File: src/rtl/vec_activation_if.sv
// Chunk handshake shared by vec_activation and its neighbouring VecFIFOs.
// Carries the mode select, the upstream chunk read path, the downstream
// chunk write path and the end-of-vector flag.
interface vec_activation_if #(
  parameter int WorkingRegs = 4,
  parameter int ElemWidth   = 8
);
  logic [1:0]                       mode;
  logic                             in_data_ready;
  logic [WorkingRegs*ElemWidth-1:0] in_data;
  logic                             req_chunk_in;
  logic [WorkingRegs*ElemWidth-1:0] write_out_data;
  logic                             req_chunk_out;
  logic                             out_vector_valid;

  // Environment side: mode source, upstream FIFO and downstream FIFO.
  modport master (
    output mode, in_data_ready, in_data,
    input  req_chunk_in, write_out_data, req_chunk_out, out_vector_valid
  );

  // Activation stage side.
  modport slave (
    input  mode, in_data_ready, in_data,
    output req_chunk_in, write_out_data, req_chunk_out, out_vector_valid
  );
endinterface

File: src/rtl/vec_activation.sv
// Elementwise activation stage for the vector pipeline.
// Reads InVecLength/WorkingRegs chunks from the upstream FIFO, applies the
// activation selected by mode (pass, ReLU, leaky ReLU, clamp) and writes
// each result chunk downstream two cycles after its read strobe.
// Optional build macro VEC_ACTIVATION_LEAK_ROUND_EN: leaky ReLU rounds to
// nearest instead of flooring.
module vec_activation #(
  parameter int InVecLength = 4,
  parameter int WorkingRegs = 4,
  parameter int ElemWidth   = 8,
  parameter int LeakShift   = 3,
  parameter int ClampMax    = 6
) (
  input  logic             clk_in,
  input  logic             rst_in,
  vec_activation_if.slave  bus
);

  localparam int NumChunks  = InVecLength / WorkingRegs;
  localparam int CntWidth   = (NumChunks > 1) ? $clog2(NumChunks) : 1;
  localparam int ChunkWidth = WorkingRegs * ElemWidth;

  localparam logic [CntWidth-1:0]         LastChunk = CntWidth'(NumChunks - 1);
  localparam logic signed [ElemWidth-1:0] ClampMaxV = ElemWidth'(ClampMax);
`ifdef VEC_ACTIVATION_LEAK_ROUND_EN
  localparam logic signed [ElemWidth:0]   RoundBias = (ElemWidth + 1)'(1 << (LeakShift - 1));
`endif

  typedef enum logic [1:0] {
    IDLE,
    RUN,
    DRAIN,
    DONE
  } state_e;

  typedef enum logic [1:0] {
    MODE_PASS  = 2'd0,
    MODE_RELU  = 2'd1,
    MODE_LEAKY = 2'd2,
    MODE_CLAMP = 2'd3
  } mode_e;

  state_e                 state_q;
  state_e                 state_d;
  logic                   start;
  logic                   last_write;
  mode_e                  mode_q;
  logic [CntWidth-1:0]    req_cnt_q;
  logic [CntWidth-1:0]    out_cnt_q;
  logic                   in_valid_q;
  logic                   out_strobe_q;
  logic [ChunkWidth-1:0]  out_data_q;
  logic [ChunkWidth-1:0]  act_chunk;
  logic                   vec_valid_q;

  // Single-element activation; every result fits back into ElemWidth bits.
  function automatic logic signed [ElemWidth-1:0] activate(
    input logic signed [ElemWidth-1:0] x,
    input mode_e                       m
  );
    logic signed [ElemWidth-1:0] y;
`ifdef VEC_ACTIVATION_LEAK_ROUND_EN
    logic signed [ElemWidth:0]   sum;
`endif
    y = x;
    case (m)
      MODE_PASS: y = x;
      MODE_RELU: y = x[ElemWidth-1] ? '0 : x;
      MODE_LEAKY: begin
        if (x[ElemWidth-1]) begin
`ifdef VEC_ACTIVATION_LEAK_ROUND_EN
          // One extra bit so adding the half-LSB bias can never wrap.
          sum = {x[ElemWidth-1], x} + RoundBias;
          y   = ElemWidth'(sum >>> LeakShift);
`else
          y = x >>> LeakShift;
`endif
        end
      end
      MODE_CLAMP: begin
        if (x[ElemWidth-1]) begin
          y = '0;
        end else if (x > ClampMaxV) begin
          y = ClampMaxV;
        end else begin
          y = x;
        end
      end
      default: y = x;
    endcase
    return y;
  endfunction

  // The final chunk of the vector is registered on this edge.
  assign last_write = in_valid_q && (out_cnt_q == LastChunk);

  // State register.
  always_ff @(posedge clk_in) begin
    // NOTE: all clocked state uses non-blocking assignments so every register
    // samples pre-edge values regardless of block evaluation order.
    if (rst_in) begin
      state_q <= IDLE;
    end else begin
      state_q <= state_d;
    end
  end

  // Next-state logic and vector start detection.
  always_comb begin
    // NOTE: defaults first so no path through the case leaves a signal
    // unassigned, which would otherwise infer a latch.
    state_d = state_q;
    start   = 1'b0;
    case (state_q)
      IDLE: begin
        if (bus.in_data_ready) begin
          state_d = RUN;
          start   = 1'b1;
        end
      end
      RUN: begin
        if (req_cnt_q == LastChunk) begin
          state_d = DRAIN;
        end
      end
      DRAIN: begin
        if (last_write) begin
          state_d = DONE;
        end
      end
      DONE: begin
        // Requiring ready low here forces a low-then-high before a new vector.
        if (!bus.in_data_ready) begin
          state_d = IDLE;
        end
      end
      default: state_d = IDLE;
    endcase
  end

  // Mode latch and read-request chunk counter.
  always_ff @(posedge clk_in) begin
    if (rst_in) begin
      mode_q    <= MODE_PASS;
      req_cnt_q <= '0;
    end else if (start) begin
      mode_q    <= mode_e'(bus.mode);
      req_cnt_q <= '0;
    end else if (state_q == RUN && req_cnt_q != LastChunk) begin
      req_cnt_q <= req_cnt_q + CntWidth'(1);
    end
  end

  // Apply the latched activation to every element of the incoming chunk.
  always_comb begin
    act_chunk = '0;
    for (int i = 0; i < WorkingRegs; i++) begin
      act_chunk[i*ElemWidth +: ElemWidth] =
        activate(bus.in_data[i*ElemWidth +: ElemWidth], mode_q);
    end
  end

  // Two-stage pipeline: read strobe -> data valid -> registered result.
  always_ff @(posedge clk_in) begin
    if (rst_in) begin
      in_valid_q   <= 1'b0;
      out_strobe_q <= 1'b0;
      out_data_q   <= '0;
      out_cnt_q    <= '0;
    end else begin
      in_valid_q   <= (state_q == RUN);
      out_strobe_q <= in_valid_q;
      if (start) begin
        out_cnt_q <= '0;
      end else if (in_valid_q && out_cnt_q != LastChunk) begin
        out_cnt_q <= out_cnt_q + CntWidth'(1);
      end
      if (in_valid_q) begin
        out_data_q <= act_chunk;
      end
    end
  end

  // Vector-complete flag: rises with the final write, held until next start.
  always_ff @(posedge clk_in) begin
    if (rst_in) begin
      vec_valid_q <= 1'b0;
    end else if (start) begin
      vec_valid_q <= 1'b0;
    end else if (last_write) begin
      vec_valid_q <= 1'b1;
    end
  end

  assign bus.req_chunk_in     = (state_q == RUN);
  assign bus.req_chunk_out    = out_strobe_q;
  assign bus.write_out_data   = out_data_q;
  assign bus.out_vector_valid = vec_valid_q;

endmodule

File: src/flat_wrapper.sv
// flat-port wrapper written by rule: the top's interface ports become plain ports
module vec_activation_flat 
#(
  parameter int InVecLength = 4,
  parameter int WorkingRegs = 4,
  parameter int ElemWidth   = 8,
  parameter int LeakShift   = 3,
  parameter int ClampMax    = 6
)
  (clk_in, rst_in, bus_mode, bus_in_data_ready, bus_in_data, bus_req_chunk_in, bus_write_out_data, bus_req_chunk_out, bus_out_vector_valid);
  vec_activation_if #(.WorkingRegs(WorkingRegs), .ElemWidth(ElemWidth)) bus_i ();
  input  logic clk_in;
  input  logic rst_in;
  input wire logic [$bits(bus_i.mode)-1:0] bus_mode;
  input wire logic [$bits(bus_i.in_data_ready)-1:0] bus_in_data_ready;
  input wire logic [$bits(bus_i.in_data)-1:0] bus_in_data;
  output wire logic [$bits(bus_i.req_chunk_in)-1:0] bus_req_chunk_in;
  output wire logic [$bits(bus_i.write_out_data)-1:0] bus_write_out_data;
  output wire logic [$bits(bus_i.req_chunk_out)-1:0] bus_req_chunk_out;
  output wire logic [$bits(bus_i.out_vector_valid)-1:0] bus_out_vector_valid;
  assign bus_i.mode = bus_mode;
  assign bus_i.in_data_ready = bus_in_data_ready;
  assign bus_i.in_data = bus_in_data;
  assign bus_req_chunk_in = bus_i.req_chunk_in;
  assign bus_write_out_data = bus_i.write_out_data;
  assign bus_req_chunk_out = bus_i.req_chunk_out;
  assign bus_out_vector_valid = bus_i.out_vector_valid;
  vec_activation #(.InVecLength(InVecLength), .WorkingRegs(WorkingRegs), .ElemWidth(ElemWidth), .LeakShift(LeakShift), .ClampMax(ClampMax)) u_core (.clk_in(clk_in), .rst_in(rst_in), .bus(bus_i));
endmodule
File: config.mk
export PLATFORM = sky130hd
export DESIGN_NAME = vec_activation_flat
export DESIGN_NICKNAME = d
export VERILOG_FILES = /design/src/rtl/vec_activation_if.sv /design/src/rtl/vec_activation.sv /design/src/flat_wrapper.sv
export SDC_FILE = /design/constraint.sdc
export NUM_CORES = 1
export LEC_CHECK = 0
export CORE_UTILIZATION = 46
export CTS_CLUSTER_DIAMETER = 50
export CTS_CLUSTER_SIZE = 8
export DETAILED_ROUTE_END_ITERATION = 7
export GPL_ROUTABILITY_DRIVEN = 0
export GPL_TIMING_DRIVEN = 0
export PLACE_DENSITY = 0.8
export SLEW_MARGIN = 30
export SYNTH_ARGS = -nofsm -noshare
export SYNTH_HDL_FRONTEND = slang
export SYNTH_SLANG_ARGS = --single-unit
export TNS_END_PERCENT = 10
File: constraint.sdc
create_clock -name clk_in -period 2 [get_ports clk_in]
set_input_delay 0.4 -clock clk_in [delete_from_list [all_inputs] [get_ports clk_in]]
set_output_delay 0.4 -clock clk_in [all_outputs]
set_load 0.02 [all_outputs]
==> impl_metrics.json, run 1 <==
{
  "mostFrequentLayoutCell": "clkdlybuf4s50_1",
  "whs_ns": 0.455,
  "fillerInstances": 384,
  "grt_util_met1_pct": 34.0,
  "fin_crit_ns": 1.85,
  "rr_startpoint": "u_core.state_q[0]",
  "coreArea_um2": 4440,
  "cts_tree": "built",
  "finalPower_mw": 3.27,
  "hold_viol": 0,
  "track_usage_pct": 26.5,
  "io_buffers": 71,
  "hp-class": "flop to flop",
  "syn_to_final_growth_pct": 42.1,
  "ys.flop_type": "dfxtp_1",
  "via_per_inst": 5.85,
  "max-slew-margin-rel_pct": 52.6,
  "outcome": "finished with violations",
  "use_met3_pct": 5.63,
  "drt_drc_violations_left": 12,
  "synthCells": 268,
  "synth.distinct_cells": 49,
  "slew_viol_final": 0,
  "grt_max_degree": 14,
  "violations": "DRC",
  "drtAntennaViolNets": 0,
  "ys_seq_elements": 41,
  "async_flop_share_pct": 0,
  "grt_util_met2_pct": 43.7,
  "grt_first_pass_wirelength_mm": 10.2,
  "critPathKind": "primary input to flop",
  "cts.clk_slew.worst_paths_ns": 0.08,
  "rsz0062_at_grt": "no",
  "die_area_um2": 4960,
  "ys_warn_count": 0,
  "rr_endpoint": "u_core.state_q[1]",
  "placement_rows": 24,
  "totalWireLength_mm": 6.47,
  "worst_pin_slew_ns": 0.709,
  "post-place-ws_ns": -0.124,
  "die_h_um": 70.5,
  "clkSinkCount": 41,
  "r2r_cells": 6,
  "cts_setup_buffers": 0,
  "busiest_layer": "met2",
  "startpoint_type": "primary input",
  "cap_violations": 0,
  "worstSkewPairLatency_ns": 0.30,
  "avgRoutedWirePerCell_um": 16.2,
  "whs_path_depth": 2,
  "setup_viol": 0,
  "antenna_found_initial": 0,
  "final_util_pct": 68.9,
  "period_share_pct": 92.3,
  "timing.fmax_ghz": 0.542,
  "yosys.area.top_type": "dfxtp_1",
  "die_x_um": 70.5,
  "p_per_area_nw_per_um2": 1070,
  "instances_no_fill": 399,
  "setup.worst_path.end_class": "flop",
  "skew_ns": 0.00348,
  "place_hpwl_mm": 4.70,
  "startpoint": "rst_in",
  "num_antenna_cells": 0,
  "initial_core_util_pct": 48.5,
  "cts_root_buffer": "clkbuf_8",
  "fin_area_um2": 3060,
  "avgSynthCellArea_um2": 8.04,
  "synth_edf_count": 0,
  "drt_iter0_markers": 290,
  "hold_start": "u_core.out_cnt_q",
  "placed_area_um2": 2930,
  "dp.cells": 391,
  "crit_arrival_ns": 2.01,
  "p_leak_nw": 1.17,
  "synth_nets": 310,
  "tns_ns": 0,
  "whs_endpoint": "u_core.out_cnt_q",
  "num_vias": 2333,
  "layout_common_cells": "clkdlybuf4s50_1 (70), dfxtp_1 (41), a21oi_1 (31)",
  "grt_pass1_vias": 2069,
  "yosysSeqAreaShare_pct": 38.1,
  "cts_buffers": 5,
  "clk_path_buf_depth": 2,
  "ys_top_cells_by_area": "dfxtp_1 (38%), a21oi_1 (7.2%), nor2_1 (5.2%)",
  "r2r_setup_slack_ns": 0.28,
  "worstPathRequired_ns": 2.17,
  "ir_drop_mv": 0.737,
  "cp_max_fo": 10,
  "drtPass1Iterations": 7,
  "io_pins": 72,
  "synth.top_cell.area_share_pct": 38.1,
  "synth_area_um2": 2160,
  "fin_nets": 388,
  "h-tree-depth": 2,
  "overflow": 0,
  "setup_ws_ns": 0.154,
  "drive_above_1_share_pct": 7.20
}
==> synth_stat cells, drive strengths merged, types with 3 or more instances <==
cell type,number
o22ai,5
o31ai,3
nor2,30
a211oi,7
a31oi,5
a21oi,31
a22oi,4
nor3,7
ha,5
a21o,3
a221oi,4
dfxtp,41
o21ai,11
inv,11
a22o,4
nand2,21
nand3,8
clkbuf,9
nand2b,8
buf,10
nor2b,4
and3,3
nor4,3
a2bb2oi,3
a311oi,4
==> cell type report <==
| type | count | area (um^2) | area share, % |
|---|---|---|---|
| well taps | 52 | 65.1 | 2.12 |
| repair buffers | 71 | 709 | 23.2 |
| clock buffers | 5 | 68.8 | 2.25 |
| flip-flops and latches | 41 | 821 | 26.8 |
| plain buffers | 19 | 83.8 | 2.74 |
| inverters | 11 | 41.3 | 1.35 |
| clock inverters | 3 | 65.1 | 2.12 |
| multi-input cells | 197 | 1210 | 39.5 |
==> worst max-delay path by stage <==
stage,endpoint,cells past startpoint
floorplan,u_core.bus.write_out_data[25],4
global placement,u_core.bus.write_out_data[10],4
detailed placement,u_core.bus.write_out_data[25],5
CTS,u_core.bus.write_out_data[25],5
global route,u_core.bus.write_out_data[10],4
finish,u_core.bus.write_out_data[9],4
==> worst max-delay path, cell delays in order <==
cell and delay (ns):
clkdlybuf4s50_1 0.51, clkbuf_1 0.41, clkbuf_1 0.51, o22ai_1 0.18
==> timing repair <==
item | CTS | global route
gates resized for setup | 1 | 0
hold buffers | 0 | 0
setup endpoints to repair | 1 | 0
hold endpoints to repair | 0 | 0
==> layer usage <==
metal / part of all wire (%) / vias to the layer above / routed length (um)
met3: 7.4 / 17 / 479
met5: 0 / - / 0
li1: - / 1136 / -
met2: 48 / 112 / 3110
met4: 2.2 / 0 / 140
met1: 42 / 1068 / 2740
==> registers in the layout, summed over array words and instances, names as in the netlist <==
| name | count |
|---|---|
| u_core.out_cnt_q | 1 |
| u_core.bus.out_vector_valid | 1 |
| u_core.mode_q | 2 |
| u_core.state_q | 2 |
| u_core.bus.write_out_data | 32 |
| u_core.req_cnt_q | 1 |
| u_core.bus.req_chunk_out | 1 |
| u_core.in_valid_q | 1 |
==> cell families after synthesis <==
kind of cell	share of synthesized area (%)
mux	1.97
compound gates	29.9
buf+inv	5.80
simple gates	21.3
flops	38.1
fa+ha+maj	2.90
==> report_power, final <==
part | total (mW) | leakage, nW | switching (mW) | internal, mW
combinational | 1.39 | 0.763 | 0.775 | 0.612
clock | 0.796 | 0.0681 | 0.301 | 0.496
sequential | 1.09 | 0.335 | 0.106 | 0.980
Power figures use the tool's default switching activity.
==> run 2, diff against run 1 <==
--- a/constraint.sdc
+++ b/constraint.sdc
@@ -3,2 +3,2 @@
 set_output_delay 0.4 -clock clk_in [all_outputs]
-set_load 0.02 [all_outputs]
+set_load 0.05 [all_outputs]
==> results of run 2 <==
The final DEF is identical to that of run 1. Status: finished with violations: DRC.
Main changes from that run: setup slack after layout 0.154 ns -> 0.0692 ns; start point of the critical path rst_in -> u_core.state_q[1]; end point of the critical path u_core.bus.write_out_data[9] -> bus_req_chunk_in; total power 3.27 mW -> 3.58 mW; worst IR drop on VDD 0.737 mV -> 0.848 mV
